**config.mk**
```make
export PLATFORM = sky130hd
export DESIGN_NAME = retire_trace_unit
export DESIGN_NICKNAME = d
export VERILOG_FILES = /design/src/rtl/retire_trace_unit.sv
export SDC_FILE = /design/constraint.sdc
export NUM_CORES = 1
export LEC_CHECK = 0
export BUFFER_PORTS_ARGS = -buffer_cell sky130_fd_sc_hd__clkbuf_2
export CAP_MARGIN = 30
export CELL_PAD_IN_SITES_DETAIL_PLACEMENT = 0
export CELL_PAD_IN_SITES_GLOBAL_PLACEMENT = 1
export CORE_ASPECT_RATIO = 0.7
export CORE_MARGIN = 2
export CORE_UTILIZATION = 28
export DETAILED_ROUTE_END_ITERATION = 8
export GPL_TIMING_DRIVEN = 1
export PLACE_DENSITY = 0.48
export SYNTH_ARGS = -nofsm -noshare
export SYNTH_HDL_FRONTEND = slang
export SYNTH_SLANG_ARGS = --single-unit
```
**constraint.sdc**
```tcl
create_clock -name clk -period 12.7 [get_ports clk]
set_input_delay 1.27 -clock clk [delete_from_list [all_inputs] [get_ports clk]]
set_output_delay 1.27 -clock clk [all_outputs]
set_load 0.02 [all_outputs]
```
**src/rtl/retire_trace_unit.sv**
```systemverilog
// Retirement trace monitor: captures writeback/memory/halt activity
// into a record FIFO and keeps saturating instruction/cycle counts.
module retire_trace_unit #(
    parameter int unsigned DEPTH     = 8,
    parameter int unsigned CYCLE_MAX = 100000
) (
    input  logic        clk,
    input  logic        rst_n,
    input  logic        wb_regwrite,
    input  logic [3:0]  wb_dstreg,
    input  logic [15:0] wb_wdata,
    input  logic        mem_read,
    input  logic        mem_write,
    input  logic [15:0] mem_addr,
    input  logic [15:0] mem_wdata,
    input  logic [15:0] mem_rdata,
    input  logic        hlt,
    output logic        rec_valid,
    input  logic        rec_ready,
    output logic [3:0]  rec_flags,
    output logic [3:0]  rec_reg,
    output logic [15:0] rec_regdata,
    output logic [15:0] rec_addr,
    output logic [15:0] rec_memdata,
    output logic [31:0] inst_count,
    output logic [31:0] cycle_count,
    output logic        done,
    output logic        overflow,
    output logic        timeout
);

    localparam int AW = $clog2(DEPTH);
    localparam int RW = 56;
    localparam logic [AW:0] PTR_ONE = {{AW{1'b0}}, 1'b1};
    localparam logic [31:0] CNT_MAX = 32'hFFFF_FFFF;

    typedef enum logic [1:0] {
        S_RUN,
        S_DRAIN,
        S_DONE,
        S_FAULT
    } state_t;

    state_t            r_state;
    state_t            w_state_nxt;
    logic [AW:0]       r_wptr;
    logic [AW:0]       r_rptr;
    logic [RW-1:0]     r_mem [DEPTH];
    logic [31:0]       r_inst;
    logic [31:0]       r_cycle;
    logic              r_ovf;
    logic              r_tout;

    logic              w_empty;
    logic              w_full;
    logic              w_run;
    logic              w_event;
    logic              w_pop;
    logic              w_push;
    logic              w_drop;
    logic              w_inst_ev;
    logic              w_wdog;
    logic [31:0]       w_cyc_inc;
    logic [RW-1:0]     w_rec;
    logic [RW-1:0]     w_head;

    assign w_empty = (r_wptr == r_rptr);
    assign w_full  = (r_wptr[AW] != r_rptr[AW]) &&
                     (r_wptr[AW-1:0] == r_rptr[AW-1:0]);
    assign w_run   = (r_state == S_RUN);
    assign w_event = w_run & (wb_regwrite | mem_read | mem_write | hlt);
    assign w_pop   = ~w_empty & rec_ready;
    // a full FIFO still accepts a record when the head leaves on the same edge
    assign w_push  = w_event & (~w_full | w_pop);
    assign w_drop  = w_event & w_full & ~w_pop;

    assign w_inst_ev = hlt | wb_regwrite | mem_write;
    assign w_cyc_inc = (r_cycle == CNT_MAX) ? r_cycle : r_cycle + 32'd1;
    assign w_wdog    = (w_cyc_inc >= 32'(CYCLE_MAX));

    assign w_rec = {hlt, mem_write, mem_read, wb_regwrite,
                    wb_dstreg, wb_wdata, mem_addr,
                    mem_write ? mem_wdata : mem_rdata};

    assign w_head = r_mem[r_rptr[AW-1:0]];

    assign rec_valid   = ~w_empty;
    assign rec_flags   = rec_valid ? w_head[55:52] : 4'd0;
    assign rec_reg     = rec_valid ? w_head[51:48] : 4'd0;
    assign rec_regdata = rec_valid ? w_head[47:32] : 16'd0;
    assign rec_addr    = rec_valid ? w_head[31:16] : 16'd0;
    assign rec_memdata = rec_valid ? w_head[15:0]  : 16'd0;
    assign inst_count  = r_inst;
    assign cycle_count = r_cycle;
    assign done        = (r_state == S_DONE);
    assign overflow    = r_ovf;
    assign timeout     = r_tout;

    // state register
    always_ff @(posedge clk or negedge rst_n) begin
        if (!rst_n) begin
            r_state <= S_RUN;
        end else begin
            r_state <= w_state_nxt;
        end
    end

    // next state: halt beats the watchdog on the same edge
    always_comb begin
        w_state_nxt = r_state;
        unique case (r_state)
            S_RUN: begin
                if (hlt) begin
                    w_state_nxt = S_DRAIN;
                end else if (w_wdog) begin
                    w_state_nxt = S_FAULT;
                end
            end
            S_DRAIN: begin
                if (w_empty) begin
                    w_state_nxt = S_DONE;
                end
            end
            S_DONE:  w_state_nxt = S_DONE;
            S_FAULT: w_state_nxt = S_FAULT;
        endcase
    end

    // FIFO pointers
    always_ff @(posedge clk or negedge rst_n) begin
        if (!rst_n) begin
            r_wptr <= '0;
            r_rptr <= '0;
        end else begin
            if (w_push) begin
                r_wptr <= r_wptr + PTR_ONE;
            end
            if (w_pop) begin
                r_rptr <= r_rptr + PTR_ONE;
            end
        end
    end

    // FIFO storage, contents are meaningless until a pointer covers them
    always_ff @(posedge clk) begin
        if (w_push) begin
            r_mem[r_wptr[AW-1:0]] <= w_rec;
        end
    end

    // saturating counters, live only while running
    always_ff @(posedge clk or negedge rst_n) begin
        if (!rst_n) begin
            r_inst  <= '0;
            r_cycle <= '0;
        end else if (w_run) begin
            r_cycle <= w_cyc_inc;
            if (w_inst_ev && r_inst != CNT_MAX) begin
                r_inst <= r_inst + 32'd1;
            end
        end
    end

    // sticky error flags
    always_ff @(posedge clk or negedge rst_n) begin
        if (!rst_n) begin
            r_ovf  <= 1'b0;
            r_tout <= 1'b0;
        end else begin
            if (w_drop) begin
                r_ovf <= 1'b1;
            end
            if (w_run && !hlt && w_wdog) begin
                r_tout <= 1'b1;
            end
        end
    end

endmodule

```
==> impl_metrics.yaml <==
sta:
  fin_crit_ns: 4.96
  holdWs_ns: 0.488
  tightest_slew_ns: 0.909
  slew_headroom_pct: 39.4
  finalCritPeriodShare_pct: 39.1
  rsz0062_at_grt: "false"
  hold_viol_final: 0
  tns_ns: 0
  setup_ws_ns: 7.74
  final_max_slew_viol_count: 0
  fin_skew_ns: 0.0279
  fmax_mhz: 201
  final-setup-viol-count: 0
yosys:
  synth_mux_area_share_pct: 15.6
  synth_top_family_by_area: "multiplexers"
  synth_simple_gate_area_share_pct: 6.21
  synth_edf_count: 448
  synth_flop_cell: "edfxtp_1"
  syn_area_per_cell_um2: 18.3
  synth_top_area_cell: "edfxtp_1"
  synth_area_leaders: "edfxtp_1 63%, mux4_2 12%, dfrtp_1 8.9%"
  synth_fa_ha_area_share_pct: 0.469
  synth_common_cells: "448 x edfxtp_1, 112 x mux4_2, 90 x nor2_1"
  ys_seq_area_share_pct: 72.0
  yosys_warnings: 0
  ys_types: 52
  syn-instance-count: 1164
  ys_ff_latch: 524
  synthXorXnorAreaFrac_pct: 3.16
  synth_compound_area_share_pct: 1.35
  yosysMostFrequentCell: "edfxtp_1"
  async_reset_ff_share_pct: 14.5
  synth_nets: 1247
  synth_top_area_share_pct: 63.1
  synthesis.area_um2: 21300
global_routing:
  grt_pass1_vias: 11800
  antenna_found_initial: 1
  track_usage_pct: 13.4
  grt_max_degree: 62
  grt_pass1_wl_mm: 79.2
  gr-total-overflow: 0
drt:
  drt_iter0_drc: 713
  wl_per_cell_um: 21.8
  ant_nets: 0
  vias_per_cell: 4.70
  vias: 11400
  wirelength_mm: 52.7
  first_pass_iters: 5
  drc: 0
clock_tree:
  cts_root_buffer: "clkbuf_16"
  clock_sinks: 524
  clockBufferDepth: 3
  worstSkewPairLatency_ns: 0.61
  cts_tree: "built"
  cts_max_level: 2
  post_cts_buffers: 0
  clkSlewWorstSetupHoldPaths_ns: 0.06
  cts.repair.resized: 0
  hold_buffers: 0
  numCtsBuffers: 55
pwr:
  peakVddDrop_mv: 0.0882
  leakage_nw: 8.69
  power-per-cell-area_nw_per_um2: 139
  p_total_mw: 3.54
floorplan:
  rows: 84
  die-width_um: 334
  die_y_um: 235
  start_util_pct: 28.4
  pin_count: 199
  die_area_um2: 78500
  core_area_um2: 75300
worst_setup_path:
  cp.arrival_ns: 3.69
  reg2reg_depth: 7
  end_kind: "output port"
  reg2reg_from: "r_rptr[0]"
  cp_max_fo: 44
  rrSetupSlack_ns: 8.83
  critPathRequiredTime_ns: 11.43
  reg2reg_to: "r_mem[6][16]"
  startpoint_type: "register"
  crit_type: "register to output port"
min_path:
  hold_start: "r_wptr[3]"
  hp-class: "register to register"
  worstHoldEndpoint: "r_wptr[3]"
  hold_depth: 1
place:
  io_buffers: 198
  place_hpwl_mm: 31.9
  place_inst: 2318
  placed_area_um2: 23600
  post-place-ws_ns: 7.87
  gp_congestion: 0.764
final_layout:
  final_cell_area_um2: 25400
  drive_gt1_share_pct: 31.9
  fin_util_pct: 33.8
  antenna_cells: 0
  syn_to_final_growth_pct: 19.1
  nets: 1470
  fin_cells: 2417
run_status:
  status: "complete, no violations"
flow_run:
  maxCapViolCount: 0
kinds of logic after synthesis:
group / Yosys count
muxes: 191
DFF: 524
xor gates and xnor gates: 77
AOI/OAI and AO/OA: 40
and+or+nand+nor: 259
buffers and inverters: 65
adders and majority gates: 8
flip-flops by register name, indices dropped and copies added (netlist names):
name and flops:
cycle_count 32, inst_count 32, overflow 1, r_mem 448, r_rptr 4, r_state 2
r_wptr 4, timeout 1
layout make-up:
type | instances | area, um^2
Fill cell | 7245 | 49800
Sequential cell | 524 | 15400
Multi-Input combinational cell | 575 | 5780
Clock buffer | 64 | 1470
Tap cell | 989 | 1240
Timing Repair Buffer | 222 | 1190
Clock inverter | 34 | 329
Inverter | 9 | 33.8
layer usage:
layer  up-vias  wire length [um]  global-route usage, %
met1      6015             26300                   20.0
met3        67              2020                   2.48
met2       187             23500                   20.0
met5         -                10                      0
li1       5085                 -                      -
met4         2               928                   3.33
cell usage in the layout (no fill, tap or decap), types with 4 or more instances in the layout:
cell type | synthesis | final
edfxtp_1 | 448 | 448
clkbuf_2 | 1 | 197
mux4_2 | 112 | 112
nor2_1 | 90 | 88
dfrtp_1 | 76 | 73
mux2i_1 | 59 | 59
clkbuf_16 | 0 | 57
nand2_1 | 51 | 51
xnor2_1 | 44 | 44
xor2_1 | 33 | 33
nand3_1 | 27 | 27
buf_4 | 0 | 24
mux2_2 | 20 | 20
nand4_1 | 16 | 16
nor3_1 | 16 | 14
and4_1 | 14 | 14
clkinv_1 | 0 | 11
clkinv_2 | 0 | 10
inv_1 | 9 | 9
ha_1 | 8 | 8
and2_1 | 7 | 7
and3_1 | 7 | 7
a31oi_1 | 7 | 7
o21ai_0 | 6 | 6
bufinv_16 | 0 | 6
nor4_1 | 5 | 5
clkbuf_1 | 30 | 5
nor3b_2 | 0 | 4
a21oi_1 | 4 | 4
where the power goes:
part | total [mW] | switching (mW) | internal [mW]
sequential | 1.87 | 0 | 1.87
combinational | 0.0453 | 0.0329 | 0.0124
clock | 1.62 | 0.674 | 0.947
total | 3.54 | 0.707 | 2.83
critical path, cell delays in order, from the launching register on:
cell      delay (ns)
dfrtp_4         0.98
buf_4           0.84
mux4_2          0.59
mux2i_1         0.36
nor2_1          0.08
clkbuf_2        0.19
how the worst max path moves through the flow:
stage	startpoint	cells past startpoint	to	slack, ns
final	r_rptr[0]	5	rec_flags[0]	7.74
after global routing	r_rptr[0]	5	rec_memdata[11]	7.34
after CTS	r_rptr[0]	5	rec_memdata[11]	7.52
after detailed placement	mem_write	7	r_mem[6][20]	7.87
after global placement	mem_write	7	r_mem[6][19]	8.01
after floorplan	mem_write	6	r_mem[2][0]	5.80
No activity file was read; power rests on OpenSTA's default activity.
